[src/rtl/regfile_sb_pkg.sv]
// Shared definitions for the architectural register file and its scoreboard.
// Decode and writeback import the same package so register indices and
// data widths stay consistent across the pipeline.

`ifndef REGFILE_SB_DW
`define REGFILE_SB_DW 32
`endif

package regfile_sb_pkg;

  // Geometry of the GPR file
  localparam int NREG = 32;
  localparam int AW   = 5;
  localparam int DW   = `REGFILE_SB_DW;

  // R0 is hardwired to zero and never busy
  localparam logic [AW-1:0] REG_ZERO = '0;

  typedef logic [AW-1:0]   reg_addr_t;
  typedef logic [DW-1:0]   reg_data_t;
  typedef logic [NREG-1:0] busy_vec_t;
  typedef logic [AW:0]     busy_cnt_t;

  // True for the hardwired-zero register
  function automatic logic is_zero_reg(input reg_addr_t addr);
    return (addr == REG_ZERO);
  endfunction

  // One-hot decode of a register index into a busy-vector mask
  function automatic busy_vec_t reg_mask(input reg_addr_t addr);
    busy_vec_t m;
    m       = '0;
    m[addr] = 1'b1;
    return m;
  endfunction

endpackage

[src/rtl/regfile_sb_if.sv]
// Register-file bus: writeback write port, two decode read ports and the
// decode-side scoreboard controls.
//
// Handshake semantics: there is no ready/backpressure on any channel. Each
// *_i qualifier (wb_wren_i, sb_set_i, sb_flush_i) is a single-cycle strobe
// sampled on the rising edge of clk; the associated address/data are only
// meaningful while the strobe is high. Read ports are purely combinational:
// data and busy follow the read address in the same cycle.

interface regfile_sb_if;
  import regfile_sb_pkg::*;

  // Writeback write port
  logic      wb_wren_i;
  reg_addr_t wb_waddr_i;
  reg_data_t wb_wdata_i;

  // Decode read ports
  reg_addr_t rd1_addr_i;
  reg_addr_t rd2_addr_i;
  reg_data_t rd1_data_o;
  reg_data_t rd2_data_o;
  logic      rd1_busy_o;
  logic      rd2_busy_o;

  // Scoreboard control from decode / pipeline control
  logic      sb_set_i;
  reg_addr_t sb_addr_i;
  logic      sb_flush_i;
  busy_cnt_t busy_cnt_o;

  // Pipeline side: drives writes, read indices and scoreboard controls
  modport master (
    output wb_wren_i, wb_waddr_i, wb_wdata_i,
    output rd1_addr_i, rd2_addr_i,
    output sb_set_i, sb_addr_i, sb_flush_i,
    input  rd1_data_o, rd2_data_o, rd1_busy_o, rd2_busy_o, busy_cnt_o
  );

  // Register file side
  modport slave (
    input  wb_wren_i, wb_waddr_i, wb_wdata_i,
    input  rd1_addr_i, rd2_addr_i,
    input  sb_set_i, sb_addr_i, sb_flush_i,
    output rd1_data_o, rd2_data_o, rd1_busy_o, rd2_busy_o, busy_cnt_o
  );

endinterface

[src/rtl/regfile_sb_popcount.sv]
// Combinational population count of the scoreboard busy vector.
// The result is registered by the parent.

module sb_popcount
  import regfile_sb_pkg::*;
(
  input  busy_vec_t vec_i,
  output busy_cnt_t cnt_o
);

  // Sum every busy bit; width AW+1 holds the full 0..NREG range
  always_comb begin
    cnt_o = '0;
    for (int i = 0; i < NREG; i++) begin
      cnt_o = cnt_o + {{AW{1'b0}}, vec_i[i]};
    end
  end

endmodule

[src/rtl/regfile_sb.sv]
// Architectural register file (32 x 32-bit, R0 = 0) with write-through
// bypass on both read ports and a pending-load scoreboard used by decode
// to raise interlocks.

module regfile_sb
  import regfile_sb_pkg::*;
(
  input  logic         clk,
  input  logic         rst_n,   // active-high asynchronous reset
  regfile_sb_if.slave  bus
);

  // Architectural state
  reg_data_t gpr_q [NREG];
  busy_vec_t busy_q;
  busy_vec_t busy_d;
  busy_cnt_t busy_cnt_q;
  busy_cnt_t busy_cnt_d;

  // Write qualification: R0 writes are dropped
  logic wr_en;
  assign wr_en = bus.wb_wren_i && !is_zero_reg(bus.wb_waddr_i);

  // Read-port hazard terms
  logic rd1_hit;
  logic rd2_hit;
  assign rd1_hit = bus.wb_wren_i && (bus.wb_waddr_i == bus.rd1_addr_i);
  assign rd2_hit = bus.wb_wren_i && (bus.wb_waddr_i == bus.rd2_addr_i);

  // GPR storage: commit the writeback value on the edge
  always_ff @(posedge clk or posedge rst_n) begin
    if (rst_n) begin
      for (int i = 0; i < NREG; i++) begin
        gpr_q[i] <= '0;
      end
    end else if (wr_en) begin
      gpr_q[bus.wb_waddr_i] <= bus.wb_wdata_i;
    end
  end

  // Scoreboard next state: flush beats everything, then clear, then set,
  // so a same-cycle set and clear on one index leaves the new producer busy
  always_comb begin
    busy_d = busy_q;
    if (bus.sb_flush_i) begin
      busy_d = '0;
    end else begin
      if (bus.wb_wren_i) begin
        busy_d = busy_d & ~reg_mask(bus.wb_waddr_i);
      end
      if (bus.sb_set_i && !is_zero_reg(bus.sb_addr_i)) begin
        busy_d = busy_d | reg_mask(bus.sb_addr_i);
      end
    end
    busy_d[REG_ZERO] = 1'b0;
  end

  // Count of busy registers after this cycle's update
  sb_popcount u_popcount (
    .vec_i (busy_d),
    .cnt_o (busy_cnt_d)
  );

  // Scoreboard and busy-count registers
  always_ff @(posedge clk or posedge rst_n) begin
    if (rst_n) begin
      busy_q     <= '0;
      busy_cnt_q <= '0;
    end else begin
      busy_q     <= busy_d;
      busy_cnt_q <= busy_cnt_d;
    end
  end

  // Read port 1: zero for R0/reset, bypass same-cycle write, else array
  always_comb begin
    bus.rd1_data_o = '0;
    if (!rst_n && !is_zero_reg(bus.rd1_addr_i)) begin
      bus.rd1_data_o = rd1_hit ? bus.wb_wdata_i : gpr_q[bus.rd1_addr_i];
    end
  end

  // Read port 2: same selection as port 1
  always_comb begin
    bus.rd2_data_o = '0;
    if (!rst_n && !is_zero_reg(bus.rd2_addr_i)) begin
      bus.rd2_data_o = rd2_hit ? bus.wb_wdata_i : gpr_q[bus.rd2_addr_i];
    end
  end

  // Busy flags: a same-cycle writeback resolves the hazard via the bypass
  always_comb begin
    bus.rd1_busy_o = !rst_n && busy_q[bus.rd1_addr_i] && !rd1_hit;
    bus.rd2_busy_o = !rst_n && busy_q[bus.rd2_addr_i] && !rd2_hit;
  end

  assign bus.busy_cnt_o = busy_cnt_q;

endmodule
[src/flat_wrapper.sv]
// flat-port wrapper written by rule: the top's interface ports become plain ports
module regfile_sb_flat import regfile_sb_pkg::*;
  (clk, rst_n, bus_wb_wren_i, bus_wb_waddr_i, bus_wb_wdata_i, bus_rd1_addr_i, bus_rd2_addr_i, bus_sb_set_i, bus_sb_addr_i, bus_sb_flush_i, bus_rd1_data_o, bus_rd2_data_o, bus_rd1_busy_o, bus_rd2_busy_o, bus_busy_cnt_o);
  regfile_sb_if bus_i ();
  input  logic clk;
  input  logic rst_n;
  input wire logic [$bits(bus_i.wb_wren_i)-1:0] bus_wb_wren_i;
  input wire logic [$bits(bus_i.wb_waddr_i)-1:0] bus_wb_waddr_i;
  input wire logic [$bits(bus_i.wb_wdata_i)-1:0] bus_wb_wdata_i;
  input wire logic [$bits(bus_i.rd1_addr_i)-1:0] bus_rd1_addr_i;
  input wire logic [$bits(bus_i.rd2_addr_i)-1:0] bus_rd2_addr_i;
  input wire logic [$bits(bus_i.sb_set_i)-1:0] bus_sb_set_i;
  input wire logic [$bits(bus_i.sb_addr_i)-1:0] bus_sb_addr_i;
  input wire logic [$bits(bus_i.sb_flush_i)-1:0] bus_sb_flush_i;
  output wire logic [$bits(bus_i.rd1_data_o)-1:0] bus_rd1_data_o;
  output wire logic [$bits(bus_i.rd2_data_o)-1:0] bus_rd2_data_o;
  output wire logic [$bits(bus_i.rd1_busy_o)-1:0] bus_rd1_busy_o;
  output wire logic [$bits(bus_i.rd2_busy_o)-1:0] bus_rd2_busy_o;
  output wire logic [$bits(bus_i.busy_cnt_o)-1:0] bus_busy_cnt_o;
  assign bus_i.wb_wren_i = bus_wb_wren_i;
  assign bus_i.wb_waddr_i = bus_wb_waddr_i;
  assign bus_i.wb_wdata_i = bus_wb_wdata_i;
  assign bus_i.rd1_addr_i = bus_rd1_addr_i;
  assign bus_i.rd2_addr_i = bus_rd2_addr_i;
  assign bus_i.sb_set_i = bus_sb_set_i;
  assign bus_i.sb_addr_i = bus_sb_addr_i;
  assign bus_i.sb_flush_i = bus_sb_flush_i;
  assign bus_rd1_data_o = bus_i.rd1_data_o;
  assign bus_rd2_data_o = bus_i.rd2_data_o;
  assign bus_rd1_busy_o = bus_i.rd1_busy_o;
  assign bus_rd2_busy_o = bus_i.rd2_busy_o;
  assign bus_busy_cnt_o = bus_i.busy_cnt_o;
  regfile_sb u_core (.clk(clk), .rst_n(rst_n), .bus(bus_i));
endmodule
[config.mk]
export PLATFORM = sky130hd
export DESIGN_NAME = regfile_sb_flat
export DESIGN_NICKNAME = d
export VERILOG_FILES = /design/src/rtl/regfile_sb_pkg.sv /design/src/rtl/regfile_sb_if.sv /design/src/rtl/regfile_sb_popcount.sv /design/src/rtl/regfile_sb.sv /design/src/flat_wrapper.sv
export SDC_FILE = /design/constraint.sdc
export NUM_CORES = 2
export LEC_CHECK = 0
export CELL_PAD_IN_SITES_DETAIL_PLACEMENT = 1
export CELL_PAD_IN_SITES_GLOBAL_PLACEMENT = 1
export CORE_MARGIN = 1
export CORE_UTILIZATION = 48
export DETAILED_ROUTE_END_ITERATION = 16
export PLACE_DENSITY_LB_ADDON = 0.1
export SYNTH_ARGS = -nofsm -noshare
export SYNTH_HDL_FRONTEND = slang
export SYNTH_HIERARCHICAL = 1
export SYNTH_SLANG_ARGS = --single-unit
export TNS_END_PERCENT = 50
[constraint.sdc]
create_clock -name clk -period 41.4 [get_ports clk]
set_input_delay 8.28 -clock clk [delete_from_list [all_inputs] [get_ports clk]]
set_output_delay 8.28 -clock clk [all_outputs]
set_load 0.05 [all_outputs]
==> impl_metrics.env <==
export IMPL_status="complete, no violations"
export IMPL_area_growth_pct=11.28
export IMPL_overflow=0
export IMPL_io_buffers=128
export IMPL_wirelength_mm=203.3
export IMPL_synthArstFlopShare_pct=100.0
export IMPL_nFillCells=10980
export IMPL_final_cell_mix="dfrtp_1 (1,061), mux2_2 (981), mux4_2 (466)"
export IMPL_netlist_instances=3897
export IMPL_clkPwrFrac_pct=35.8
export IMPL_gp_congestion=0.8084
export IMPL_comb_power_share_pct=20.5
export IMPL_synth_top_cell_area_share_pct=46.34
export IMPL_hold_violations=0
export IMPL_die_h_um=347.5
export IMPL_synth_edff_count=0
export IMPL_start_util_pct=48.46
export IMPL_min_period_ns=21.50
export IMPL_wire_per_inst_um=37.37
export IMPL_cts_clk_slew_worst_paths_ns=0.06
export IMPL_grt_antenna_before_repair=10
export IMPL_min_path_type="reg2reg"
export IMPL_ys_seq_area_share_pct=46.34
export IMPL_multiInputGateArea_sq_um=28820
export IMPL_drc=0
export IMPL_tritoncts="done"
export IMPL_relSlewSlack_pct=1.846
export IMPL_rsz0062_at_grt="no"
export IMPL_synth_compound_area_share_pct=4.824
export IMPL_ioPinCount=129
export IMPL_die_x_um=347.5
export IMPL_clock_latency_ns=0.75
export IMPL_crit_type="in2out"
export IMPL_netlist_top_cells_area="dfrtp_1 (46%), mux2_2 (19%), mux4_2 (18%)"
export IMPL_placedCellCount=5220
export IMPL_dp_hpwl_mm=113.6
export IMPL_fin_worst_skew_ns=0.006832
export IMPL_end_kind="output pin"
export IMPL_post_route_period_util_pct=51.92
export IMPL_synthXorXnorAreaFrac_pct=0.1987
export IMPL_cts_buffer_depth=3
export IMPL_cts_hold_buf=0
export IMPL_tns_ns=0
export IMPL_core_area_sq_um=118200
export IMPL_yosysWarnings=6
export IMPL_instances_no_fill=5441
export IMPL_worst_setup_path_start_kind="input port"
export IMPL_grt_pass1_wl_mm=298.1
export IMPL_cellLeakagePower_nw=27.42
export IMPL_cts_sinks=1061
export IMPL_synth_top_area_cell="dfrtp_1"
export IMPL_dr_pass1_iters=6
export IMPL_crit_arrival_ns=13.22
export IMPL_power_density_nw_per_um2=49.23
export IMPL_grt_use_total_pct=34.22
export IMPL_grt_max_degree=173
export IMPL_setup_ws_ns=19.90
export IMPL_drtIter0Drc=3536
export IMPL_syn_area_per_cell_sq_um=14.70
export IMPL_cts_made_buffers=120
export IMPL_fmax_mhz=46.52
export IMPL_syn_area_sq_um=57300
export IMPL_required_ns=33.12
export IMPL_synth_flop_cell="dfrtp_1"
export IMPL_tightestPinTransition_ns=1.472
export IMPL_peakVddDrop_mv=0.03977
export IMPL_cts_resized=0
export IMPL_num_rows=126
export IMPL_drive_gt1_share_pct=46.21
export IMPL_swShare_pct=28.06
export IMPL_mostFrequentLayoutCell="dfrtp_1"
export IMPL_cp_max_fo=60
export IMPL_grt_pass1_vias=41540
export IMPL_p_int_mw=2.258
export IMPL_synth_area_mux_share_pct=41.88
export IMPL_synth_simple_area_share_pct=1.943
export IMPL_synth_top_family_by_area="multiplexers"
export IMPL_cts_htree_levels=3
export IMPL_synth_nets=3985
export IMPL_maxCapViolations=0
export IMPL_nets=3894
export IMPL_synth_cell_types=57
export IMPL_seq_power_share_pct=43.7
export IMPL_place_ws_ns=19.85
export IMPL_die_area_sq_um=120800
export IMPL_ant_nets=0
export IMPL_synth_adder_area_share_pct=0.9914
export IMPL_register_area_sq_um=26550
export IMPL_setup_violations=0
export IMPL_root_buffer="clkbuf_16"
export IMPL_maxSlewViolCount=0
export IMPL_via_per_inst=6.925
export IMPL_cts_setup_buffers=0
export IMPL_synth_seq_cells=1061
export IMPL_p_sw_mw=0.8809
export IMPL_vias=37680
through the flow:
stage / hold slack (ns) / cell area, sq um / util [%] / total power [mW]
floorplan: 0.4413 / 57300 / - / 1.833
global placement: 0.3763 / 59500 / 50.33 / 1.968
detailed placement: 0.3840 / 59610 / 50.42 / 2.026
CTS: 0.3970 / 63760 / 53.93 / 3.154
global route: 0.4171 / 63760 / 53.93 / 3.257
finish: 0.3991 / 63760 / 53.93 / 3.139
area by class of cell:
class                      count  share of cell area [%]
multi-input combinational   2363                   45.19
sequential                  1061                   41.64
clock buffer                 178                   5.573
timing repair buffer         231                   3.473
tap                         1536                   3.014
clock inverter                42                  0.9320
inverter                      29                  0.1766
antenna                        1                0.003924
path summary, 6_finish.rpt:
kind	from	end	slack (ns)	cells past startpoint
min reg2reg	u_core/gpr_q[1011]	u_core/gpr_q[1011]	0.40	0
min	u_core/gpr_q[1011]	u_core/gpr_q[1011]	0.40	0
max reg2reg	u_core/busy_q[11]	u_core/bus.busy_cnt_o[4]	36.28	18
max	bus_rd2_addr_i[0]	bus_rd2_data_o[14]	19.90	9
max in group asynchronous	rst_n	u_core/gpr_q[376]	28.34	7
min in group asynchronous	rst_n	u_core/gpr_q[673]	8.19	2
metal layers:
metal,global-route usage (%),vias to the layer above,wire length (um)
li1,-,14780,-
met1,46.24,20790,83430
met2,54.67,1591,96650
met3,6.642,500,14260
met4,13.55,12,8911
met5,0,-,75
logic make-up after synthesis:
| logic type | after synthesis |
|---|---|
| compound gates | 384 |
| xor+xnor | 13 |
| fa+ha+maj | 31 |
| buf+inv | 473 |
| flops | 1061 |
| mux | 1691 |
| other cells | 1 |
| simple gates | 243 |
cells in the mapped netlist, types with 4 or more instances:
master and instances:
nor2_1 69, mux4_2 466, o22ai_1 89, xor2_1 5, inv_1 29, mux2_1 12, dfrtp_1 1061, a22o_1 32
clkbuf_1 231, mux2i_1 232, nand2b_1 5, nor2_2 4, fa_1 24, buf_1 35, nand2_1 92, o2111ai_1 25
buf_2 122, and3_1 4, nand3b_1 5, a21oi_1 48, a221oi_1 6, o21ai_0 24, buf_4 43, ha_1 7
nor3b_1 9, buf_6 13, a22oi_1 108, mux2_2 981, nor2b_1 7, xnor2_1 8, a32o_1 31, a311oi_1 6
nor3_1 29, and3b_1 4
power groups by stage:
stage | clock network, mW | registers, mW | logic, mW
after CTS | 1.14 | 1.37 | 0.643
after floorplan | 0 | 1.34 | 0.492
after global routing | 1.18 | 1.40 | 0.680
after detailed placement | 0 | 1.39 | 0.639
final | 1.12 | 1.37 | 0.642
after global placement | 0 | 1.35 | 0.614
critical path, stage by stage:
cell             delay, ns
buf_8                 0.57
buf_4                 0.63
buf_4                 0.85
buf_4                 0.62
mux4_2                0.33
mux2i_1               0.07
a311oi_1              0.61
a22o_1                0.24
clkdlybuf4s50_1       0.82
state kept, by name, summed over array words and instances, names as in the netlist:
register	count
u_core/bus.busy_cnt_o	6
u_core/busy_q	31
u_core/gpr_q	1024
Note: power is estimated with default switching activity, not from simulation.
